**config.mk**
```make
export PLATFORM = sky130hd
export DESIGN_NAME = transmissor_serial
export DESIGN_NICKNAME = d
export VERILOG_FILES = /design/src/rtl/transmissor_serial_pkg.sv /design/src/rtl/transmissor_serial.sv
export SDC_FILE = /design/constraint.sdc
export NUM_CORES = 1
export LEC_CHECK = 0
export ABC_AREA = 1
export BUFFER_PORTS_ARGS = -buffer_cell sky130_fd_sc_hd__buf_2
export CORE_MARGIN = 2
export CORE_UTILIZATION = 30
export DETAILED_ROUTE_END_ITERATION = 8
export GPL_ROUTABILITY_DRIVEN = 0
export MAX_ROUTING_LAYER = met4
export SLEW_MARGIN = 20
export SYNTH_ARGS = -nofsm -noshare
export SYNTH_HDL_FRONTEND = slang
export SYNTH_SLANG_ARGS = --single-unit
```
**constraint.sdc**
```tcl
create_clock -name Clk -period 1.4 [get_ports Clk]
set_input_delay 0.07 -clock Clk [delete_from_list [all_inputs] [get_ports Clk]]
set_output_delay 0.07 -clock Clk [all_outputs]
set_load 0.005 [all_outputs]
```
**src/rtl/transmissor_serial_pkg.sv**
```systemverilog
// Shared types and default parameters for the parallel-to-serial transmitter.
package transmissor_serial_pkg;

  typedef enum logic [1:0] {
    IDLE,
    SHIFT,
    GAP
  } estado_tx_t;

  localparam int WIDTH_PADRAO = 8;
  localparam int GAP_PADRAO   = 2;

endpackage

```
**src/rtl/transmissor_serial.sv**
```systemverilog
// Parallel-to-serial bit-stream transmitter.
// A word accepted over Valido/Pronto is shifted out on Y, one bit per Clk,
// followed by GAP idle-zero cycles. Fim marks the cycle the last bit is on Y.
// Optional macro TRANSMISSOR_SERIAL_PARIDADE_EN appends an even-parity bit
// after the data bits; Fim then marks the parity-bit cycle.
//
// state | meaning
// IDLE  | Y=0, Pronto=1, waiting for Valido
// SHIFT | one word bit (or the parity bit) on Y per cycle
// GAP   | Y=0 for GAP cycles before returning to IDLE
module transmissor_serial
  import transmissor_serial_pkg::*;
#(
  parameter int WIDTH     = WIDTH_PADRAO,
  parameter int GAP       = GAP_PADRAO,
  parameter bit MSB_FIRST = 1'b1
) (
  input  logic             Clk,
  input  logic             Rst,
  input  logic [WIDTH-1:0] Dado,
  input  logic             Valido,
  output logic             Pronto,
  output logic             Y,
  output logic             Ocupado,
  output logic             Fim
);

  localparam int CNT_W = $clog2(WIDTH + 1);
  localparam int GAP_W = (GAP > 0) ? $clog2(GAP + 1) : 1;
`ifdef TRANSMISSOR_SERIAL_PARIDADE_EN
  localparam int ULTIMO = WIDTH;
`else
  localparam int ULTIMO = WIDTH - 1;
`endif
  // bit_cnt holds the send-order index of the bit currently on Y
  localparam logic [CNT_W-1:0] ULTIMO_C      = CNT_W'(ULTIMO);
  localparam logic [CNT_W-1:0] PENULT_C      = CNT_W'(ULTIMO - 1);
  localparam logic [GAP_W-1:0] GAP_INI       = (GAP > 0) ? GAP_W'(GAP - 1) : '0;

  // The state literal GAP is hidden by the parameter GAP, so it is named
  // through the package wherever the state is meant.
  estado_tx_t       estado, estado_nx;
  logic [WIDTH-1:0] shreg, shreg_nx;
  logic [CNT_W-1:0] bit_cnt, bit_cnt_nx;
  logic [GAP_W-1:0] gap_cnt, gap_cnt_nx;
  logic             y_q, y_nx;
  logic             fim_q, fim_nx;
`ifdef TRANSMISSOR_SERIAL_PARIDADE_EN
  localparam logic [CNT_W-1:0] ULT_DADO_C = CNT_W'(WIDTH - 1);
  logic             paridade, paridade_nx;
`endif

  // Next-state, next-register values and the Pronto decode.
  always_comb begin
    estado_nx  = estado;
    shreg_nx   = shreg;
    bit_cnt_nx = bit_cnt;
    gap_cnt_nx = gap_cnt;
    y_nx       = 1'b0;
    fim_nx     = 1'b0;
`ifdef TRANSMISSOR_SERIAL_PARIDADE_EN
    paridade_nx = paridade;
`endif
    Pronto     = (estado == IDLE);
    case (estado)
      IDLE: begin
        if (Valido) begin
          estado_nx  = SHIFT;
          bit_cnt_nx = '0;
          // first bit goes straight to Y so it appears the cycle after acceptance
          if (MSB_FIRST) begin
            y_nx     = Dado[WIDTH-1];
            shreg_nx = Dado << 1;
          end else begin
            y_nx     = Dado[0];
            shreg_nx = Dado >> 1;
          end
`ifdef TRANSMISSOR_SERIAL_PARIDADE_EN
          paridade_nx = ^Dado;
`endif
        end
      end
      SHIFT: begin
        if (bit_cnt == ULTIMO_C) begin
          bit_cnt_nx = '0;
          if (GAP > 0) begin
            estado_nx  = transmissor_serial_pkg::GAP;
            gap_cnt_nx = GAP_INI;
          end else begin
            estado_nx = IDLE;
          end
        end else begin
          bit_cnt_nx = bit_cnt + CNT_W'(1);
          fim_nx     = (bit_cnt == PENULT_C);
          y_nx       = MSB_FIRST ? shreg[WIDTH-1] : shreg[0];
          shreg_nx   = MSB_FIRST ? (shreg << 1) : (shreg >> 1);
`ifdef TRANSMISSOR_SERIAL_PARIDADE_EN
          if (bit_cnt == ULT_DADO_C) y_nx = paridade;
`endif
        end
      end
      transmissor_serial_pkg::GAP: begin
        if (gap_cnt == '0) estado_nx = IDLE;
        else gap_cnt_nx = gap_cnt - GAP_W'(1);
      end
      default: estado_nx = IDLE;
    endcase
  end

  // State and datapath registers; reset aborts any word in flight.
  always_ff @(posedge Clk or negedge Rst) begin
    if (!Rst) begin
      estado  <= IDLE;
      shreg   <= '0;
      bit_cnt <= '0;
      gap_cnt <= '0;
      y_q     <= 1'b0;
      fim_q   <= 1'b0;
`ifdef TRANSMISSOR_SERIAL_PARIDADE_EN
      paridade <= 1'b0;
`endif
    end else begin
      estado  <= estado_nx;
      shreg   <= shreg_nx;
      bit_cnt <= bit_cnt_nx;
      gap_cnt <= gap_cnt_nx;
      y_q     <= y_nx;
      fim_q   <= fim_nx;
`ifdef TRANSMISSOR_SERIAL_PARIDADE_EN
      paridade <= paridade_nx;
`endif
    end
  end

  assign Y       = y_q;
  assign Fim     = fim_q;
  assign Ocupado = (estado != IDLE);

endmodule

```
==> reports/qor.yml, run 1 <==
status:
  status: "completed"
detailed_routing:
  drt_iter0_drc: 6
  wl_microns: 1710
  drc: 0
  vias_per_cell: 4.70
  drt_pre_antenna_iters: 6
  antenna_left: 0
  wire_per_inst_microns: 10.4
  num_vias: 770
synth:
  ys_seq_area_frac: 0.484
  netlist_area_sq_um: 880
  synth-compound-area-share: 0.0270
  avgSynthCellArea_sq_um: 7.85
  syn_inst: 112
  synth-seq-cells: 17
  synth_nets: 126
  synthSimpleGateAreaFrac: 0.395
  synth_xor_area_frac: 0
  yosysWarnings: 0
  synth_top_family_by_area: "simple AND/OR/NAND/NOR gates"
  synth_cell_types: 16
  muxShareOfSynthArea: 0
  synth_fa_ha_area_frac: 0.0427
die:
  rows: 19
  io_pins: 15
  die_h_microns: 58.1
  die_w_microns: 58.1
  dieArea_sq_um: 3380
  core-area_sq_um: 2780
  start_util: 0.316
clock_network:
  cts_max_level: 1
  clkTransAtPathRegs_ps: 100
  tritoncts: "yes"
  cts_root_buffer: "clkbuf_4"
  cts_buffers: 3
  cts.sinks: 17
  clk_path_buf_depth: 2
  clk_latency_ps: 290
  cts_setup_buffers: 0
global_routing:
  grt_pass1_wl_microns: 3020
  first_global_vias: 693
  grt.overflow.total: 0
  antenna_found_initial: 0
  grtUsageMet2: 0.196
  grt_max_degree: 18
  grt.total_usage: 0.121
  grtUsageMet1: 0.148
  busiest_layer: "met2"
  met3_usage: 0.0402
worst_setup_path:
  path_buf_inv: 0
  end_kind: "flop"
  path_class: "flop to flop"
  max_stage_delay_ps: 420
  crit_path_start_kind: "flop"
  cp_cell_sequence: "ha_1 -> nand3_1 -> nand2_4 -> nand2_4 -> nand2_1 -> nand2_1"
  cp_max_fo: 11
  critical_path_required_ps: 1590
  crit_arrival_ps: 1450
  cp_top_family: "simple AND/OR/NAND/NOR gates"
  slowest_stage: "dfrtp_1"
power:
  p_leak_nw: 0.580
  vdd_ir_drop_max_mv: 0.972
  powerDensity_nw_per_um2: 1950
  seqPwrFrac: 0.405
  netSwitchingFraction: 0.444
  power_frac_clock: 0.129
  internal_power_mw: 1.13
  power_frac_comb: 0.466
  netSwitchingPower_uw: 901
  total_power_mw: 2.03
sta:
  period_needed_ps: 1260
  tns_ps: 0
  final-setup-viol-count: 0
  finalMaxSlewViolations: 0
  final.period_utilization: 0.902
  fmax_mhz: 792
  rsz0062_at_grt: "false"
  tightestPinTransition_ps: 441
  holdWs_ps: 63.4
  hold_viol_final: 0
  finalWorstSetupSlack_ps: 137
  slew_headroom: 0.703
  fin_skew_ps: 6.95
place:
  io_buffers: 14
  placed_area_sq_um: 985
  hpwl_microns: 1230
  place_ws_ps: 143
final_layout:
  area_growth_pct: 18.4
  final_common_cell: "nand2_1"
  finalInstanceArea_sq_um: 1040
  mostFrequentLayoutCells: "49 x nand2_1, 18 x nand3_1, 17 x dfrtp_1"
  finalNetCount: 148
  drive_above_1_share: 0.180
  num_antenna_cells: 0
  fillers: 293
hold_path:
  hold_class: "input port to flop"
job:
  maxCapViolCount: 0
## cell families after synthesis
| kind of cell | count (synthesis) |
|---|---|
| AOI/OAI and AO/OA | 4 |
| adders and majority gates | 3 |
| buffers and inverters | 10 |
| DFF | 17 |
| and+or+nand+nor | 78 |
## synthesized netlist by cell type
| library cell | count | area [sq um] |
|---|---|---|
| inv_2 | 1 | 3.75 |
| nor2_1 | 4 | 15.0 |
| nand2_1 | 49 | 184 |
| nand2_4 | 2 | 22.5 |
| nand4_1 | 1 | 6.26 |
| nand2_2 | 1 | 6.26 |
| nor3_1 | 1 | 5.00 |
| ha_1 | 3 | 37.5 |
| o21ai_2 | 1 | 8.76 |
| buf_6 | 1 | 11.3 |
| nand3b_1 | 1 | 7.51 |
| dfrtp_1 | 17 | 425 |
| inv_1 | 8 | 30.0 |
| nand3_1 | 18 | 90.1 |
| o21ai_0 | 3 | 15.0 |
| nor2_4 | 1 | 11.3 |
## state kept, by name, summed over array words and instances (netlist names)
register / count
gap_cnt: 2
shreg: 7
estado: 2
Y: 1
Fim: 1
bit_cnt: 4
## layer usage
metal	up-vias	wire [microns]
met1	349	813
li1	399	-
met2	20	793
met3	2	92
met4	0	10
met5	-	0
## worst reg2reg max path: cells and delay by family (launching register included)
family / cells / cell delay, ps
adder cells (fa/ha/maj): 1 / 230
AND/OR/NAND/NOR: 5 / 520
flip-flops: 1 / 420
## layout make-up
class,count,area [sq um],share of cell area
inverters,9,33.8,0.0325
well taps,31,38.8,0.0373
clock buffers,4,26.3,0.0252
multi-input cells,85,409,0.393
repair buffers,18,108,0.103
flip-flops and latches,17,425,0.409
## per-stage QoR
step,instances,utilization
2_1_floorplan,112,-
3_3_place_gp,157,0.354
3_5_place_dp,157,0.354
4_1_cts,164,0.374
5_1_grt,164,0.374
6_report,164,0.374
## timing repair
action	in CTS	in global routing
hold buffers	3	0
gates resized for setup	0	0
hold endpoints to repair	19	0
## path summary, 6_finish.rpt
kind                                        start                      to  slack, ps  cells after the start
max                        bit_cnt[1]$_DFFE_PN0P_    shreg[7]$_DFFE_PN0P_        140                      6
max reg2reg                bit_cnt[1]$_DFFE_PN0P_    shreg[7]$_DFFE_PN0P_        140                      6
min in group asynchronous                     Rst    shreg[7]$_DFFE_PN0P_        230                      2
max in group asynchronous                     Rst  gap_cnt[0]$_DFFE_PN0P_        890                      2
min                                       Dado[4]    shreg[5]$_DFFE_PN0P_         60                      5
min reg2reg                  shreg[7]$_DFFE_PN0P_             Y$_DFF_PN0_        480                      2
## power groups by stage
stage               combinational, mW  sequential (mW)  clock (mW)
finish                          0.947            0.822       0.261
global route                     1.11            0.851       0.309
CTS                             0.957            0.820       0.281
detailed placement              0.948            0.828           0
global placement                0.943            0.823           0
floorplan                       0.731            0.814           0
Note: power is estimated with default switching activity, not from simulation.
==> inputs of run 2 (changes only) <==
--- a/config.mk
+++ b/config.mk
@@ -7,11 +7,14 @@
 export LEC_CHECK = 0
 export ABC_AREA = 1
 export BUFFER_PORTS_ARGS = -buffer_cell sky130_fd_sc_hd__buf_2
+export CELL_PAD_IN_SITES_DETAIL_PLACEMENT = 0
+export CELL_PAD_IN_SITES_GLOBAL_PLACEMENT = 1
 export CORE_MARGIN = 2
 export CORE_UTILIZATION = 30
 export DETAILED_ROUTE_END_ITERATION = 8
 export GPL_ROUTABILITY_DRIVEN = 0
 export MAX_ROUTING_LAYER = met4
+export PLACE_DENSITY_LB_ADDON = 0.1
 export SLEW_MARGIN = 20
 export SYNTH_ARGS = -nofsm -noshare
 export SYNTH_HDL_FRONTEND = slang
==> run 2 against run 1 <==
  * Critical path depth is the same
  * Design area rose by 1.8%
  * Sequential share of layout area is 0.72 points lower
  * Worst setup slack worse by 27 ps
  * Largest cell class unchanged
==> reports/qor.yml, run 2 (same netlist as run 1, synthesis figures left out) <==
sta:
  fmax_mhz: 775  # -2.1%
  fin_skew_ps: 7.07  # +0.123 ps
  finalMaxSlewViolations: 0  # unchanged
  tns_ps: 0  # unchanged
  hold_viol_final: 0  # unchanged
  final-setup-viol-count: 0  # unchanged
  rsz0062_at_grt: "false"
  final.period_utilization: 0.921  # +0.0192
  finalWorstSetupSlack_ps: 110  # -26.9 ps
  period_needed_ps: 1290  # +26.9 ps
  tightestPinTransition_ps: 399  # -41.3 ps
  slew_headroom: 0.734  # +0.0307
final_layout:
  drive_above_1_share: 0.200  # +0.0195
  finalNetCount: 150  # +1.4%
  mostFrequentLayoutCells: "49 x nand2_1, 18 x nand3_1, 17 x dfrtp_1"
  fillers: 309  # +5.5%
  reg.largest.list: "shreg x7, bit_cnt x4"
  final_common_cell: "nand2_1"
  num_antenna_cells: 0  # unchanged
  largest_reg_flops: 7  # unchanged
  regMostFlops: "shreg"
  area_growth_pct: 20.5
detailed_routing:
  wl_microns: 1960  # +14%
  drt_pre_antenna_iters: 4  # -2
  num_vias: 764  # -0.78%
  drt_iter0_drc: 11  # +5
  drc: 0  # unchanged
  antenna_left: 0  # unchanged
  vias_per_cell: 4.60  # -2.0%
  wire_per_inst_microns: 11.8  # +13%
power:
  power_frac_clock: 0.139  # +0.010
  p_leak_nw: 0.589  # +1.5%
  netSwitchingPower_uw: 956  # +6.1%
  power_frac_comb: 0.473  # +0.007
  vdd_ir_drop_max_mv: 1.02  # +4.9%
  netSwitchingFraction: 0.451  # +0.00761
  internal_power_mw: 1.16  # +2.9%
  seqPwrFrac: 0.388  # -0.017
  powerDensity_nw_per_um2: 2000  # +2.4%
die:
  die_w_microns: 58.1  # unchanged
  io_pins: 15  # unchanged
  rows: 19  # unchanged
  dieArea_sq_um: 3380  # unchanged
  start_util: 0.316  # unchanged
  die_h_microns: 58.1  # unchanged
  core-area_sq_um: 2780  # unchanged
job:
  maxCapViolCount: 0  # unchanged
worst_setup_path:
  end_kind: "flop"
  cp_cell_sequence: "ha_1 -> nand3_1 -> nand2_4 -> nand2_4 -> nand2_1 -> nand2_1"
  crit_arrival_ps: 1510  # +60 ps
  max_stage_delay_ps: 430  # about the same
  rr_startpoint: "bit_cnt[1]$_DFFE_PN0P_"
  slowest_stage: "dfrtp_1"
  startpoint: "bit_cnt[1]$_DFFE_PN0P_"
  path_class: "flop to flop"
  cp_max_fo: 11  # unchanged
  critical_path_required_ps: 1620  # +30 ps
  crit_path_start_kind: "flop"
clock_network:
  cts_max_level: 1  # unchanged
  clk_latency_ps: 310  # +20 ps
  cts.sinks: 17  # unchanged
  clkTransAtPathRegs_ps: 120  # +20 ps
  clk_path_buf_depth: 2  # unchanged
  cts_buffers: 3  # unchanged
  cts_setup_buffers: 0  # unchanged
  cts_root_buffer: "clkbuf_4"
  tritoncts: "yes"
place:
  hpwl_microns: 1390  # +13%
  io_buffers: 14  # unchanged
  place_ws_ps: 111  # -31.7 ps
global_routing:
  antenna_found_initial: 0  # unchanged
  grt.total_usage: 0.140  # +0.0198
  grt.overflow.total: 0  # unchanged
  grt_max_degree: 18  # unchanged
  first_global_vias: 763  # +10%
  grt_pass1_wl_microns: 3470  # +15%
hold_path:
  hold_class: "input port to flop"
  worstHoldStart: "Dado[2]"
status:
  status: "completed"
run 2: changes by cell type in the layout (fill, tap and decap cells not counted):
cell / previous run / this run
clkbuf_1: 1 / 0
clkinvlp_4: 0 / 1
buf_4: 1 / 3
run 2: final timing paths:
path	slack (ps)	to	cells past startpoint
min	40	shreg[3]$_DFFE_PN0P_	5
max	110	shreg[7]$_DFFE_PN0P_	6
max reg2reg	110	shreg[7]$_DFFE_PN0P_	6
min reg2reg	500	Y$_DFF_PN0_	2
min in group asynchronous	200	bit_cnt[0]$_DFFE_PN0P_	2
max in group asynchronous	910	bit_cnt[3]$_DFFE_PN0P_	2
run 2: power by group through the flow:
stage               Clock [mW]  Combinational, mW  Sequential (mW)
global placement             0               1.02            0.826
global route             0.324               1.19            0.852
floorplan                    0              0.731            0.814
detailed placement           0               1.02            0.832
CTS                      0.307               1.03            0.820
finish                   0.295               1.00            0.821
run 2: through the flow:
stage | hold slack (ps) | total power, mW | instance area [sq um] | utilization | cells
floorplan | -226 | 1.54 | 880 | - | 112
global placement | 28.2 | 1.85 | 1000 | 0.359 | 159
detailed placement | 31.1 | 1.85 | 1000 | 0.359 | 159
CTS | 33.9 | 2.16 | 1060 | 0.381 | 166
global route | 63.8 | 2.36 | 1060 | 0.381 | 166
finish | 38.1 | 2.12 | 1060 | 0.381 | 166
run 2: area by class of cell:
type                       count  area, sq um  area share
clock buffer                   3         22.5      0.0213
clock inverter                 1         7.51     0.00708
inverter                       9         33.8      0.0319
multi-input combinational     85          409       0.386
sequential                    17          425       0.401
tap                           31         38.8      0.0366
timing repair buffer          20          123       0.116
run 2: what timing repair did:
action,CTS,global route
endpoints found under the hold margin,19,0
gates resized for setup,0,0
hold buffers,3,0
run 2: worst max-delay path: cells and delay by family (launching register included):
| kind | cells | cell delay, ps |
|---|---|---|
| adder cells (fa/ha/maj) | 1 | 240 |
| flip-flops | 1 | 430 |
| AND/OR/NAND/NOR | 5 | 530 |
run 2: per-layer routing:
metal  track usage  part of all wire  vias to the layer above
met5             -                 0                        -
met2         0.226              0.48                       13
met4        0.0399            0.0072                        0
met1         0.170              0.47                      346
li1              -                 -                      403
met3        0.0424             0.038                        2
==> inputs of run 3 (changes only) <==
--- a/config.mk
+++ b/config.mk
@@ -5,12 +5,13 @@
 export SDC_FILE = /design/constraint.sdc
 export NUM_CORES = 1
 export LEC_CHECK = 0
-export ABC_AREA = 1
+export ABC_AREA = 0
 export BUFFER_PORTS_ARGS = -buffer_cell sky130_fd_sc_hd__buf_2
 export CELL_PAD_IN_SITES_DETAIL_PLACEMENT = 0
 export CELL_PAD_IN_SITES_GLOBAL_PLACEMENT = 1
 export CORE_MARGIN = 2
 export CORE_UTILIZATION = 30
+export CTS_CLUSTER_SIZE = 8
 export DETAILED_ROUTE_END_ITERATION = 8
 export GPL_ROUTABILITY_DRIVEN = 0
 export MAX_ROUTING_LAYER = met4
==> run 3 against run 2 <==
  * The run now ends with setup timing left
  * Combinational power is 33% higher
  * Global-route usage decreased by 1.8 points
  * Clock power is 7.8% lower
  * Worst setup slack worse by 120 ps
  * Critical path depth fell by 1
  * Non-clock buffer count up 12
  * Clock skew fell by 6.0 ps
  * Die area is 1.5% lower
  * Power grew 13%
  * Synthesized cell count down 37%
  * Register-to-register slack worse by 120 ps
  * Sequential power is 3.0% lower
==> reports/qor.yml, run 3 <==
final_layout:
  drive_above_1_share: 0.510  # +0.310
  fillers: 265  # -14%
  reg.largest.list: "shreg x7, bit_cnt x4"
  regMostFlops: "shreg"
  area_growth_pct: 33.5
  finalInstanceArea_sq_um: 1160  # +9.1%
  mostFrequentLayoutCells: "17 x dfrtp_1, 15 x buf_4, 14 x buf_2"
  largest_reg_flops: 7  # unchanged
  finalNetCount: 119  # -21%
  num_antenna_cells: 0  # unchanged
  final_common_cell: "dfrtp_1"
worst_setup_path:
  cp_max_fo: 7  # -4
  path_buf_inv: 1  # +1
  critical_path_required_ps: 1590  # -30 ps
  cp_top_family: "flip-flops"
  end_kind: "flop"
  crit_path_start_kind: "flop"
  max_stage_delay_ps: 400  # -30 ps
  slowest_stage: "dfrtp_1"
  crit_arrival_ps: 1600  # +90 ps
  path_class: "flop to flop"
  cp_cell_sequence: "ha_2 -> nand4b_1 -> nor2b_4 -> buf_12 -> mux2_4"
detailed_routing:
  antenna_left: 0  # unchanged
  wire_per_inst_microns: 12.7  # +8.1%
  drt_pre_antenna_iters: 3  # -1
  vias_per_cell: 4.64  # +0.75%
  drc: 0  # unchanged
  wl_microns: 1720  # -12%
  drt_iter0_drc: 7  # -4
  num_vias: 626  # -18%
global_routing:
  grt.total_usage: 0.123  # -0.0175
  grt.overflow.total: 0  # unchanged
  grt_max_degree: 18  # unchanged
  antenna_found_initial: 0  # unchanged
  grt_pass1_wl_microns: 2990  # -14%
  first_global_vias: 636  # -17%
clock_network:
  cts.sinks: 17  # unchanged
  cts_root_buffer: "clkbuf_4"
  tritoncts: "yes"
  clk_path_buf_depth: 2  # unchanged
  cts_max_level: 1  # unchanged
  cts_buffers: 3  # unchanged
  clkTransAtPathRegs_ps: 100  # -20 ps
  clk_latency_ps: 290  # -20 ps
sta:
  holdWs_ps: 12.4  # -25.7 ps
  finalMaxSlewViolations: 0  # unchanged
  final-setup-viol-count: 6  # +6
  period_needed_ps: 1410  # +120 ps
  fmax_mhz: 709  # -8.5%
  tightestPinTransition_ps: 398  # -1.15 ps
  rsz0062_at_grt: "true"
  fin_skew_ps: 1.10  # -5.97 ps
  hold_viol_final: 0  # unchanged
  final.period_utilization: 1.01  # +0.0858
  slew_headroom: 0.735  # +0.000766
  finalWorstSetupSlack_ps: -9.85  # -120 ps
power:
  p_leak_nw: 0.599  # +1.6%
  powerDensity_nw_per_um2: 2070  # +3.8%
  vdd_ir_drop_max_mv: 0.971  # -4.8%
  total_power_mw: 2.40  # +13%
synth:
  synth_nets: 85  # -33%
  synth_edf_count: 0  # unchanged
  synth_cell_types: 25  # +9
  synth-seq-cells: 17  # unchanged
  syn_inst: 71  # -37%
  ys_seq_area_frac: 0.491  # +0.00769
  avgSynthCellArea_sq_um: 12.2  # +55%
  synth_top_cell_by_area: "dfrtp_1"
  netlist_area_sq_um: 866  # -1.6%
  synth_common_cells: "17 x dfrtp_1, 8 x mux2_2, 6 x inv_1, 6 x mux2_4, 5 x nor2_1"
  yosys-top-cells-area: "dfrtp_1 49%, mux2_2 10%, mux2_4 10%"
  post-synth-top-count-cell: "dfrtp_1"
  synthArstFlopShare: 1.00  # unchanged
  yosysWarnings: 0  # unchanged
  synth_ff_type: "dfrtp_1"
  yosysTopAreaCellShare: 0.491  # +0.00769
place:
  place_ws_ps: -37.6  # -149 ps
  io_buffers: 14  # unchanged
  placed_area_sq_um: 1050  # +5.4%
  hpwl_microns: 1220  # -12%
status:
  status: "complete, but fails checks"
  failed_checks: "setup timing"
die:
  core-area_sq_um: 2760  # -0.85%
  rows: 19  # unchanged
  die_h_microns: 57.7  # -0.73%
  dieArea_sq_um: 3330  # -1.5%
  io_pins: 15  # unchanged
  die_w_microns: 57.7  # -0.73%
  start_util: 0.314  # -0.00226
job:
  maxCapViolCount: 0  # unchanged
hold_path:
  hold_class: "input port to flop"
## run 3: changes by cell type in the layout (fill, tap and decap cells not counted), moves of 7 or more
cell | before | now
nand2_1 | 49 | 2
nand3_1 | 18 | 2
buf_4 | 3 | 15
mux2_2 | 0 | 7
mux2_4 | 0 | 7
## run 3: power by group
part           total (mW)  switching (mW)  leakage (nW)  internal [mW]
registers           0.796           0.105         0.212          0.691
logic                1.33           0.509         0.369          0.821
clock network       0.272           0.165        0.0177          0.106
total                2.40           0.779         0.599           1.62
## run 3: routing by layer
metal | GRT usage | routed length [microns]
met5 | - | 0
met4 | 0.0598 | 31
met3 | 0.0223 | 66
met2 | 0.159 | 722
met1 | 0.181 | 899
## run 3: stage by stage
step / instances / utilization / setup TNS (ps)
after floorplan: 71 / - / -243
after global placement: 124 / 0.382 / -265
after detailed placement: 124 / 0.382 / -214
after CTS: 134 / 0.414 / -24.7
after global routing: 135 / 0.419 / -335
final: 135 / 0.419 / -41.7
## run 3: layout make-up
class	instances	area, sq um	area share
sequential	17	425	0.368
multi-input combinational	45	419	0.363
timing repair buffer	32	223	0.193
tap	31	38.8	0.0335
clock buffer	3	22.5	0.0195
inverter	6	22.5	0.0195
clock inverter	1	5.00	0.00433
## run 3: kinds of logic after synthesis
logic type,count (synthesis),synth area share
AO/OA/AOI/OAI,11,0.0939
adder cells (fa/ha/maj),3,0.0434
buffers and inverters,9,0.0506
AND/OR/NAND/NOR,15,0.0911
XOR/XNOR,1,0.0101
flip-flops,17,0.491
multiplexers,15,0.220
## run 3: worst min-delay path, cell delays in order
cell	delay (ps)
buf_2	80
nand3_1	50
o21ai_0	70
## run 3: worst paths after layout
kind / from / to / slack (ps) / cells past startpoint
setup / recovery: bit_cnt[0]$_DFFE_PN0P_ / shreg[6]$_DFFE_PN0P_ / -10 / 5
hold / removal: Dado[0] / shreg[1]$_DFFE_PN0P_ / 10 / 3
setup reg to reg: bit_cnt[0]$_DFFE_PN0P_ / shreg[6]$_DFFE_PN0P_ / -10 / 5
hold reg to reg: shreg[7]$_DFFE_PN0P_ / Y$_DFF_PN0_ / 510 / 1
max in group asynchronous: Rst / shreg[2]$_DFFE_PN0P_ / 900 / 2
min in group asynchronous: Rst / estado[1]$_DFFE_PN0P_ / 220 / 2
## run 3: timing repair
item,4_1_cts,5_1_grt
gates resized for setup,3,2
pin swaps,2,0
setup buffers,5,0
cloned,0,0
hold endpoints to repair,17,1
hold buffers,1,1
setup endpoints to repair,6,9
